===== config.mk =====
export PLATFORM = sky130hd
export DESIGN_NAME = tdm_demux_4ch
export DESIGN_NICKNAME = d
export VERILOG_FILES = /design/src/rtl/tdm_demux_4ch.sv
export SDC_FILE = /design/constraint.sdc
export NUM_CORES = 1
export LEC_CHECK = 0
export ABC_CLOCK_PERIOD_IN_PS = 2900
export CORE_MARGIN = 2
export CORE_UTILIZATION = 35
export DETAILED_ROUTE_END_ITERATION = 8
export PLACE_DENSITY_LB_ADDON = 0.2
export REMOVE_ABC_BUFFERS = 1
export SLEW_MARGIN = 40
export SYNTH_ARGS = -nofsm -noshare
export SYNTH_HDL_FRONTEND = slang
export SYNTH_SLANG_ARGS = --single-unit
export TNS_END_PERCENT = 30

===== constraint.sdc =====
create_clock -name clk -period 2.9 [get_ports clk]
set_clock_uncertainty 0.1 [all_clocks]
set_input_delay 0.58 -clock clk [delete_from_list [all_inputs] [get_ports clk]]
set_output_delay 0.58 -clock clk [all_outputs]
set_load 0.1 [all_outputs]

===== src/rtl/tdm_demux_4ch.sv =====
// Receive-side 4-slot TDM demultiplexer: samples a shared bit bus on enabled
// cycles, aligns to slot 0 on sync, and emits one 4-bit word per frame.
module tdm_demux_4ch #(
  parameter int CNT_W = 8
) (
  input  logic             clk,
  input  logic             rst,
  input  logic             bus_in,
  input  logic             bus_en,
  input  logic             sync,
  output logic [3:0]       data_out,
  output logic             data_valid,
  output logic             frame_err,
  output logic [1:0]       slot,
  output logic             locked,
  output logic [CNT_W-1:0] frame_cnt
);

  localparam logic [0:0] IDLE = 1'b0;
  localparam logic [0:0] RUN  = 1'b1;

  logic [0:0] state;
  logic [2:0] partial;

  always_ff @(posedge clk or posedge rst) begin
    if (rst) begin
      state      <= IDLE;
      slot       <= 2'd0;
      partial    <= 3'b000;
      data_out   <= 4'b0000;
      data_valid <= 1'b0;
      frame_err  <= 1'b0;
      locked     <= 1'b0;
      frame_cnt  <= '0;
    end else begin
      data_valid <= 1'b0;
      frame_err  <= 1'b0;
      // bus_in is only meaningful while the transmitter drives the bus
      if (bus_en) begin
        case (state)
          IDLE: begin
            if (sync) begin
              partial <= {2'b00, bus_in};
              slot    <= 2'd1;
              state   <= RUN;
              locked  <= 1'b1;
            end
          end
          default: begin
            if (sync && slot != 2'd0) begin
              // misaligned sync: drop the partial frame and restart at slot 0
              frame_err <= 1'b1;
              partial   <= {2'b00, bus_in};
              slot      <= 2'd1;
            end else begin
              case (slot)
                2'd0: begin partial[0] <= bus_in; slot <= 2'd1; end
                2'd1: begin partial[1] <= bus_in; slot <= 2'd2; end
                2'd2: begin partial[2] <= bus_in; slot <= 2'd3; end
                default: begin
                  data_out   <= {bus_in, partial};
                  data_valid <= 1'b1;
                  frame_cnt  <= frame_cnt + CNT_W'(1);
                  slot       <= 2'd0;
                end
              endcase
            end
          end
        endcase
      end
    end
  end

endmodule

==> qor.txt <==
Critical Path End Type - flip-flop
Core Box Area - 0.00271 mm2
Ys flop type - dfrtp_1
Final Setup Violations - 0
Drc violations - 0
Reg2Reg Launch Point - slot[0]$_DFFE_PP0P_
Final setup TNS - 0 ns
Top-area cell type share of the netlist area - 53.6%
Largest net degree at the start of global routing - 22
Congestion Overflow GR - 0
Crit path cell chain - clkdlybuf4s50_1 -> nor2b_1 -> buf_4 -> nor2_4 -> mux2_2
First-pass GRT wire length - 2.82 mm
Root Buffer - clkbuf_4
Syn Inst Count - 81
Clock H-tree levels - 1
Post-CTS Setup Inserts - 0
Critical Path Fanout Max - 8
CTS sink cnt - 21
Core Rows - 19
FMAX - 0.537 GHz
Placer Congestion - 0.740
GRT Util Overall - 10.9%
Initial DRT Pass Iterations - 4
Worst path max stage delay - 0.47 ns
Synth area leader - dfrtp_1
Largest delay contributor family on the critical path - buffers and inverters
Commonest non-fill, non-tap cell in the layout - dfrtp_1
DR vias - 672
Area contributors post-synth - dfrtp_1, mux2_2, ha_1
Yosys warns - 0
Max Cap Viol - 0
Worst setup path startpoint - sync
Post-layout min period - 1.86 ns
Worst setup SP type - input port
CTS Buffer Depth - 2
Hold WC Path Type - flip-flop to flip-flop
Layout area overhead - 23.2%
Unique masters post-synth - 24
Period utilization - 64.2%
Hold_sp - frame_cnt[7]$_DFFE_PP0P_
Initial antenna violation count - 0
Commonest cells after routing, fill and taps aside - dfrtp_1, buf_4, xor2_1, nand2_1, mux2_2
Drt via density - 4.94
Worst hold slack - 0.379 ns
EDFF count, synth - 0
CTS tree - done
Slew Limit Fails - 0
Arrival @ worst endpoint - 1.95 ns
Ports - 22
Port-buffer cells - 21
Die X - 56.9 um
CP Buf/Inv Count - 2
Yosys reg bits - 21
Outcome - finished clean
Die height - 56.9 um
DR iter-0 viols - 5
Hold-fix buffers, CTS - 0
Worst-margin pin slew - 0.603 ns
CTS clk-pin slew, worst paths - 0.11 ns
Setup repair after global routing missed its margin - false
Register area share after synthesis - 53.6%
Share of cells above drive strength 1 - 31.4%
Aggregate routed wire length - 1.61 mm
Fraction of registers with async set/reset - 100%
Slowest cell on crit path - clkdlybuf4s50_1
Relative slew slack - 59.4%
Post-DR wirelength/cell - 11.8 um
Syn Std Cell Area - 981 um2
Remaining antenna violation count - 0
Cts repair resizes - 0
Nets - 116
Syn avg cell area - 12.1 um2
Clk_lat worst skew - 0.29 ns
DIE AREA - 0.00324 mm2
Hold Vio Cnt, Final - 0
Starting Density - 36.2%
Vias in the first global route - 640
Post-DP HPWL - 1.26 mm
Total CTS buffers - 3
Crit path kind - input port to flip-flop
CP required - 2.99 ns
N_diodes - 0
## logic make-up (layout without fill, tap and decap cells)
kind of cell / after synthesis / after routing / synth area share (%)
compound gates: 9 / 9 / 6.12
xor+xnor: 7 / 7 / 6.25
flops: 21 / 21 / 53.6
fa+ha+maj: 5 / 5 / 6.38
mux: 6 / 6 / 6.89
simple gates: 26 / 26 / 17.6
buf+inv: 7 / 31 / 3.19
## worst paths after layout
kind | to | slack (ns) | depth (start not counted)
setup / recovery | data_out[1]$_DFFE_PP0P_ | 1.04 | 5
hold / removal | frame_cnt[7]$_DFFE_PP0P_ | 0.38 | 1
setup reg to reg | data_out[1]$_DFFE_PP0P_ | 1.12 | 6
hold reg to reg | frame_cnt[7]$_DFFE_PP0P_ | 0.38 | 1
max in group asynchronous | frame_cnt[2]$_DFFE_PP0P_ | 1.91 | 2
min in group asynchronous | data_valid$_DFF_PP0_ | 0.49 | 2
## sequential cells by signal, indices dropped and copies added (netlist names)
name        count
frame_cnt       8
data_out        4
partial         3
slot            2
data_valid      1
frame_err       1
locked          1
state           1
## synth_stat cells, types with 2 or more instances
cell type,n
mux2_2,6
inv_1,5
nand2b_1,2
o21ai_0,3
nand3_1,5
xor2_1,7
a31oi_1,2
nor4_2,3
nand2_1,7
nor3_1,2
ha_1,5
dfrtp_1,21
nor2b_1,2
## layout make-up
| cell class | count | area, um2 |
|---|---|---|
| clock buffer | 4 | 26.3 |
| fill | 273 | 1500 |
| inverter | 5 | 18.8 |
| multi-input combinational | 53 | 424 |
| sequential | 21 | 526 |
| tap | 31 | 38.8 |
| timing repair buffer | 22 | 175 |
## metrics by stage
step	util, %	cell area (um2)	setup slack (ns)	cells
floorplan	-	968	0.388	79
global placement	43.6	1180	0.733	132
detailed placement	43.6	1180	0.692	132
CTS	44.6	1210	1.02	136
global route	44.6	1210	0.959	136
finish	44.6	1210	1.04	136
## routing by layer
metal / wire (um) / track usage [%] / vias to the layer above / share of wire (%)
met5: 0 / 0 / - / 0
met4: 8 / 2.99 / 0 / 0.50
met3: 84 / 2.04 / 2 / 5.2
met2: 758 / 17.1 / 18 / 47
met1: 754 / 15.5 / 327 / 47
li1: - / - / 325 / -
Power is left out: the tool's default activity adds up to more than one toggle a clock period on the data nets, which glitch-free logic cannot reach.
